### src/rtl/simon_pkg.sv
// Shared types and helpers for the sequence-memory game engine.
// Holds the step limit, the colour type, the engine state enum and button-decoding helpers.
package simon_pkg;

  localparam int MAX_LEN = 32;

  typedef logic [1:0] colour_t;

  typedef enum logic [1:0] {
    IDLE   = 2'd0,
    TONE   = 2'd1,
    GAP    = 2'd2,
    LISTEN = 2'd3
  } engine_state_t;

  // Bits needed to count 0..count-1, never less than one.
  function automatic int width_for(input int count);
    return (count > 2) ? $clog2(count) : 1;
  endfunction

  function automatic logic is_one_hot(input logic [3:0] v);
    return (v != 4'd0) && ((v & (v - 4'd1)) == 4'd0);
  endfunction

  function automatic colour_t one_hot_index(input logic [3:0] v);
    colour_t idx;
    idx = '0;
    for (int i = 0; i < 4; i++) begin
      if (v[i]) idx = colour_t'(i);
    end
    return idx;
  endfunction

endpackage

### src/rtl/lfsr16.sv
// Free-running 16-bit Fibonacci LFSR, taps 16,14,13,11; loads seed on reset.
// The seed must be nonzero or the register locks up at zero.
module lfsr16 (
  input  logic        clk,
  input  logic        rst,
  input  logic [15:0] seed,
  output logic [15:0] q
);

  logic feedback;

  assign feedback = q[15] ^ q[13] ^ q[12] ^ q[10];

  always_ff @(posedge clk) begin
    if (rst) begin
      q <= seed;
    end else begin
      q <= {q[14:0], feedback};
    end
  end

endmodule

### src/rtl/seq_engine.sv
// Sequence-memory game engine: grows a random colour sequence, plays it back as timed
// tones, then checks the player's button presses against it.
module seq_engine
  import simon_pkg::*;
#(
  parameter int          MAX_LEN     = simon_pkg::MAX_LEN,
  parameter int          TONE_CYCLES = 25_000_000,
  parameter int          GAP_CYCLES  = 12_500_000,
  parameter logic [15:0] LFSR_SEED   = 16'hACE1
) (
  input  logic       clk,
  input  logic       rst,
  input  logic       new_game,
  input  logic       start_round,
  input  logic [3:0] btn,
  output logic [1:0] random_seq,
  output logic       tone_valid,
  output logic       end_of_sequence,
  output logic       correct_input,
  output logic       round_complete,
  output logic [5:0] seq_length
);

  localparam int TIMER_W = width_for((TONE_CYCLES > GAP_CYCLES) ? TONE_CYCLES : GAP_CYCLES);
  localparam logic [TIMER_W-1:0] TONE_LAST = TIMER_W'(TONE_CYCLES - 1);
  localparam logic [TIMER_W-1:0] GAP_LAST  = TIMER_W'(GAP_CYCLES - 1);
  localparam logic [5:0]         LEN_FULL  = 6'(MAX_LEN);

  engine_state_t      state_reg, state_next;
  logic [5:0]         seq_len_reg, seq_len_next;
  logic [4:0]         play_idx_reg, play_idx_next;
  logic [4:0]         chk_idx_reg, chk_idx_next;
  logic [TIMER_W-1:0] timer_reg, timer_next;
  logic               correct_reg, correct_next;
  logic               eos_reg, eos_next;
  logic               rc_reg, rc_next;
  logic [3:0]         btn_prev_reg;
  colour_t            hold_colour_reg;

  logic [15:0] lfsr_q;
  logic [13:0] lfsr_unused;
  colour_t     mem [MAX_LEN];
  colour_t     play_colour;
  colour_t     chk_colour;
  logic        mem_we;
  logic        press;
  logic        press_ok;
  logic        last_play;
  logic        last_chk;

  lfsr16 u_lfsr (
    .clk  (clk),
    .rst  (rst),
    .seed (LFSR_SEED),
    .q    (lfsr_q)
  );

  assign lfsr_unused = lfsr_q[15:2];

  assign play_colour = mem[play_idx_reg];
  assign chk_colour  = mem[chk_idx_reg];
  assign last_play   = ({1'b0, play_idx_reg} == (seq_len_reg - 6'd1));
  assign last_chk    = ({1'b0, chk_idx_reg} == (seq_len_reg - 6'd1));

  // A press is the rising edge of "any button down"; held or re-keyed values are ignored.
  assign press    = (btn != 4'd0) && (btn_prev_reg == 4'd0);
  assign press_ok = is_one_hot(btn) && (one_hot_index(btn) == chk_colour);

  // Only the append path writes the sequence memory.
  always_ff @(posedge clk) begin
    if (mem_we) begin
      mem[seq_len_reg[4:0]] <= lfsr_q[1:0];
    end
  end

  always_ff @(posedge clk) begin
    if (rst) begin
      state_reg       <= IDLE;
      seq_len_reg     <= '0;
      play_idx_reg    <= '0;
      chk_idx_reg     <= '0;
      timer_reg       <= '0;
      correct_reg     <= 1'b0;
      eos_reg         <= 1'b0;
      rc_reg          <= 1'b0;
      btn_prev_reg    <= '0;
      hold_colour_reg <= '0;
    end else begin
      state_reg    <= state_next;
      seq_len_reg  <= seq_len_next;
      play_idx_reg <= play_idx_next;
      chk_idx_reg  <= chk_idx_next;
      timer_reg    <= timer_next;
      correct_reg  <= correct_next;
      eos_reg      <= eos_next;
      rc_reg       <= rc_next;
      btn_prev_reg <= btn;
      if (state_reg == TONE) begin
        hold_colour_reg <= play_colour;
      end
    end
  end

  always_comb begin
    state_next    = state_reg;
    seq_len_next  = seq_len_reg;
    play_idx_next = play_idx_reg;
    chk_idx_next  = chk_idx_reg;
    timer_next    = timer_reg;
    correct_next  = correct_reg;
    eos_next      = 1'b0;
    rc_next       = 1'b0;
    mem_we        = 1'b0;

    if (new_game) begin
      state_next    = IDLE;
      seq_len_next  = '0;
      play_idx_next = '0;
      chk_idx_next  = '0;
      timer_next    = '0;
      correct_next  = 1'b0;
    end else begin
      case (state_reg)
        IDLE, LISTEN: begin
          if (start_round) begin
            // A full sequence is replayed unchanged.
            if (seq_len_reg < LEN_FULL) begin
              mem_we       = 1'b1;
              seq_len_next = seq_len_reg + 6'd1;
            end
            play_idx_next = '0;
            chk_idx_next  = '0;
            timer_next    = '0;
            correct_next  = 1'b0;
            state_next    = TONE;
          end else if ((state_reg == LISTEN) && press) begin
            correct_next = press_ok;
            if (!press_ok) begin
              state_next = IDLE;
            end else if (last_chk) begin
              rc_next    = 1'b1;
              state_next = IDLE;
            end else begin
              chk_idx_next = chk_idx_reg + 5'd1;
            end
          end
        end
        TONE: begin
          if (timer_reg == TONE_LAST) begin
            timer_next = '0;
            state_next = GAP;
          end else begin
            timer_next = timer_reg + 1'b1;
          end
        end
        GAP: begin
          if (timer_reg == GAP_LAST) begin
            timer_next = '0;
            if (last_play) begin
              eos_next     = 1'b1;
              chk_idx_next = '0;
              state_next   = LISTEN;
            end else begin
              play_idx_next = play_idx_reg + 5'd1;
              state_next    = TONE;
            end
          end else begin
            timer_next = timer_reg + 1'b1;
          end
        end
        default: state_next = IDLE;
      endcase
    end
  end

  // The colour tracks memory while sounding and keeps the last step afterwards.
  assign random_seq      = (state_reg == TONE) ? play_colour : hold_colour_reg;
  assign tone_valid      = (state_reg == TONE);
  assign end_of_sequence = eos_reg;
  assign correct_input   = correct_reg;
  assign round_complete  = rc_reg;
  assign seq_length      = seq_len_reg;

endmodule

### config.mk
export PLATFORM = sky130hd
export DESIGN_NAME = seq_engine
export DESIGN_NICKNAME = d
export VERILOG_FILES = /design/src/rtl/simon_pkg.sv /design/src/rtl/lfsr16.sv /design/src/rtl/seq_engine.sv
export SDC_FILE = /design/constraint.sdc
export NUM_CORES = 1
export LEC_CHECK = 0
export CAP_MARGIN = 20
export CORE_UTILIZATION = 60
export DETAILED_ROUTE_END_ITERATION = 10
export PLACE_DENSITY = 0.76
export SLEW_MARGIN = 10
export SYNTH_ARGS = -nofsm -noshare
export SYNTH_HDL_FRONTEND = slang
export SYNTH_SLANG_ARGS = --single-unit
export TNS_END_PERCENT = 50
### constraint.sdc
create_clock -name clk -period 7.12 [get_ports clk]
set_clock_uncertainty 0.15 [all_clocks]
set_input_delay 1.424 -clock clk [delete_from_list [all_inputs] [get_ports clk]]
set_output_delay 1.424 -clock clk [all_outputs]
set_load 0.05 [all_outputs]
==> results summary <==
The final weighted congestion in routability-driven placement is 0.883. Relative to the synthesized area, the layout overhead comes to 12.6%. The flop and latch count out of synthesis came out at 142. The post-route worst setup slack is between 2000 and 2500 ps. In this run the tool buffered the top-level ports with 19 buffer cells. The clock sink count came out at 142. Leaving out fill and tap cells, the most frequent cell in the layout is sky130_fd_sc_hd__dfxtp_1. The power density over the cells came out at 242 nW/um2. Synthesis produced 611 cells. The worst reg-to-reg setup slack came out at 3460 ps. The number of flip-flops under the largest register name is 64. The clock-pin slew on the worst setup and hold paths came out at about 60 ps. The highest achievable clock rate is 197 MHz. The post-detailed-routing wire length is about 15000 um.

The critical path is of the flop to output port type. The tree is rooted in a sky130_fd_sc_hd__clkbuf_8. The horizontal extent of the die came out at approximately 110 um. The flow ran to the end, and the final reports show no timing, DRC or antenna violations. The netlist area before placement came out at around 6700 um2. The share of total power dissipated in the clock network is 45.3%. The total negative slack came out at 0 ps.

The largest net degree at the start of global routing came out at 35. The worst-case headroom to the max-slew limit is 36.0%. The library cells used most frequently in the layout, excluding fill and tap cells, are sky130_fd_sc_hd__dfxtp_1, sky130_fd_sc_hd__nor2_1, sky130_fd_sc_hd__edfxtp_1.

The number of distinct library cells after synthesis came out at 53. The number of hold buffers added after CTS came out at 0. In this run the post-CTS setup repair buffer count came out at 0.

The fraction of layout instances using a drive strength above 1 came out at 10.9%. The area of the core region is between 10000 and 15000 um2. The number of hold violations in the final report is 0. The initial core utilization came out at 61.7%.

Setup repair after global routing left no endpoint under its margin. For this run, the total global-route usage over all layers was measured as 27.8%. For this run, the post-layout net count is 645.

Counting cells, the worst reg-to-reg path comes to 9. The global-route wire length before repair is 23900 um. The floorplan step defined a die boundary enclosing approximately 12000 um2. The maximum vdd ir drop is around 220 uV.

The vertical die dimension came out at 108 um. Synthesis produced a netlist with a net count of 629. The violation count after the first detailed-routing iteration is between 400 and 500. The count of nets left with antenna violations once routing finished came out at 0.

In this run the worst hold path is classified as flop to flop. The number of antenna diodes in the final layout is 0. The number of antenna violations at the first check in global routing is 0. The core utilization of the finished layout came out at 69.4%.

The combinational share of power is 6.1%. The count of final max-slew check failures was 0. The tool flagged a number of max-cap violations equal to 0.

During I/O placement, the number of pins put on the boundary was 20. The number of levels in the clock H-tree came out at 4. The CTS tree is done. The worst hold path cell count came out at 1. For the worst setup path, the data arrival time is 3490 ps. The detailed placer's ending HPWL came out at 10100 um. The number of vias after detailed routing came out at just under 5000. Summed over all layers, the global routing overflow is 0. Sequential cells account for between 40 and 50% of the total power. The worst setup path is captured at an output port. The number of enable flip-flop cells after synthesis came out at 64. Summed over all cells, the static leakage comes to 2.50 nW. The internal power of the cells totals 1.40 mW.

The net switching share of the total power is 23.2%. The worst path in the final design needs a cycle of 5070 ps, including I/O delays and setup. The clock latency on the worst-skew pair is 530 ps. The wire length per cell after detailed routing is ~19 um.

The layout has 791 filler cells. The row count is 38. The number of remaining DRC errors is 0. The maximum buffer depth of the clock tree came out at 2.

The TritonCTS buffer count is 17. The number of endpoints failing setup at the final stage came out at 0. Before CTS, the worst setup slack after placement is 2340 ps. The average size of a mapped cell came out at 11.0 um2. The worst setup path is launched from a flop. The slew of the pin with the lowest slew margin came out at slightly below 1000 ps. The number of vias per cell after detailed routing came out at 6.30. The number of global-route vias before repair came out at 4629.

The analysis attributes to net switching a power of 0.424 mW. The total iterations of the first detailed-routing run came out at 6. The number of warnings reported in the yosys synthesis log is 0. The worst endpoint required time is 5550 ps. The number of gates resized after cts is 0. Of all flip-flops after synthesis, the portion carrying an async set or reset was 0%. The maximum fanout along the worst path came out at 10. The fraction of the cycle the final worst path needs came out at between 70 and 80%. The proportion of synthesized chip area in sequential cells came out at 51.9%.

The primary flip-flop cell chosen by synthesis mapping is sky130_fd_sc_hd__dfxtp_1.
==> synthesized netlist by cell type (4+ instances only) <==
cell type	instances	area, um2
sky130_fd_sc_hd__nor2_1	73	274
sky130_fd_sc_hd__inv_1	6	22.5
sky130_fd_sc_hd__xnor2_1	10	87.6
sky130_fd_sc_hd__a31oi_1	4	25.0
sky130_fd_sc_hd__ha_1	10	125
sky130_fd_sc_hd__a21oi_1	16	80.1
sky130_fd_sc_hd__nand2b_1	8	50.1
sky130_fd_sc_hd__nor4_1	7	43.8
sky130_fd_sc_hd__o21ai_1	6	30.0
sky130_fd_sc_hd__nor3_1	8	40.0
sky130_fd_sc_hd__mux2i_1	36	360
sky130_fd_sc_hd__o41ai_1	4	35.0
sky130_fd_sc_hd__o31ai_1	6	45.0
sky130_fd_sc_hd__and4_1	4	35.0
sky130_fd_sc_hd__a22o_1	7	61.3
sky130_fd_sc_hd__nand3_1	23	115
sky130_fd_sc_hd__clkbuf_1	17	63.8
sky130_fd_sc_hd__nor2b_1	18	113
sky130_fd_sc_hd__nand2_1	49	184
sky130_fd_sc_hd__nand4_1	9	56.3
sky130_fd_sc_hd__buf_2	4	20.0
sky130_fd_sc_hd__dfxtp_1	78	1560
sky130_fd_sc_hd__mux4_2	20	450
sky130_fd_sc_hd__nand3b_1	4	30.0
sky130_fd_sc_hd__and3_1	10	62.6
sky130_fd_sc_hd__o21ai_0	34	170
sky130_fd_sc_hd__a22oi_1	8	60.1
sky130_fd_sc_hd__xor2_1	20	175
sky130_fd_sc_hd__edfxtp_1	64	1920
sky130_fd_sc_hd__or2_2	9	56.3
==> final cells by class <==
cell class                      count  area (um2)  share of cell area, %
Clock buffer                       20         447                   5.91
Clock inverter                     12         110                   1.46
Inverter                            6        22.5                  0.298
Multi-Input combinational cell    436        3070                   40.6
Sequential cell                   142        3480                   46.1
Tap cell                          140         175                   2.32
Timing Repair Buffer               24         250                   3.31
==> routing by layer <==
metal  wire [um]  track usage (%)  part of all wire, %  vias to the layer above
met1        6760             37.9                   45                     2393
met4         346             10.9                  2.3                        0
met2        6980             41.7                   46                      182
met3        1060             7.93                  7.0                       30
li1            -                -                    -                     2310
met5           0                0                    0                        -
==> power groups by stage <==
stage / combinational, mW / clock [mW] / sequential [mW]
6_report: 0.112 / 0.827 / 0.888
4_1_cts: 0.0946 / 0.834 / 0.899
2_1_floorplan: 0.0709 / 0 / 0.904
3_3_place_gp: 0.0912 / 0 / 0.914
3_5_place_dp: 0.0937 / 0 / 0.916
5_1_grt: 0.120 / 0.874 / 0.890
==> worst paths after layout <==
path                                  start            end
worst max-delay path                   flop  random_seq[0]
worst min-delay path            u_lfsr.q[4]    u_lfsr.q[5]
worst max register to register         flop           flop
worst min register to register  u_lfsr.q[4]    u_lfsr.q[5]
==> kinds of logic after synthesis <==
family / after synthesis / share of synthesized area, %
fa+ha+maj: 10 / 1.86
compound gates: 100 / 9.86
xor+xnor: 30 / 3.91
buf+inv: 33 / 2.39
flops: 142 / 51.9
simple gates: 240 / 18.0
mux: 56 / 12.1
==> critical path, cell delays in order, from the launching register on <==
cell	delay, ps
sky130_fd_sc_hd__dfxtp_1	590
sky130_fd_sc_hd__buf_8	230
sky130_fd_sc_hd__mux4_2	520
sky130_fd_sc_hd__mux4_2	490
sky130_fd_sc_hd__mux2i_1	280
sky130_fd_sc_hd__a21oi_1	130
sky130_fd_sc_hd__clkdlybuf4s50_1	710
==> through the flow <==
| step | hold slack, ps | instance area, um2 | power [mW] | std cells |
|---|---|---|---|---|
| floorplan | 239 | 6710 | 0.975 | 611 |
| global placement | 247 | 6960 | 1.01 | 745 |
| detailed placement | 246 | 6960 | 1.01 | 745 |
| CTS | 261 | 7510 | 1.83 | 777 |
| global route | 280 | 7560 | 1.88 | 780 |
| finish | 262 | 7560 | 1.83 | 780 |
(Power assumes the default switching activity.)
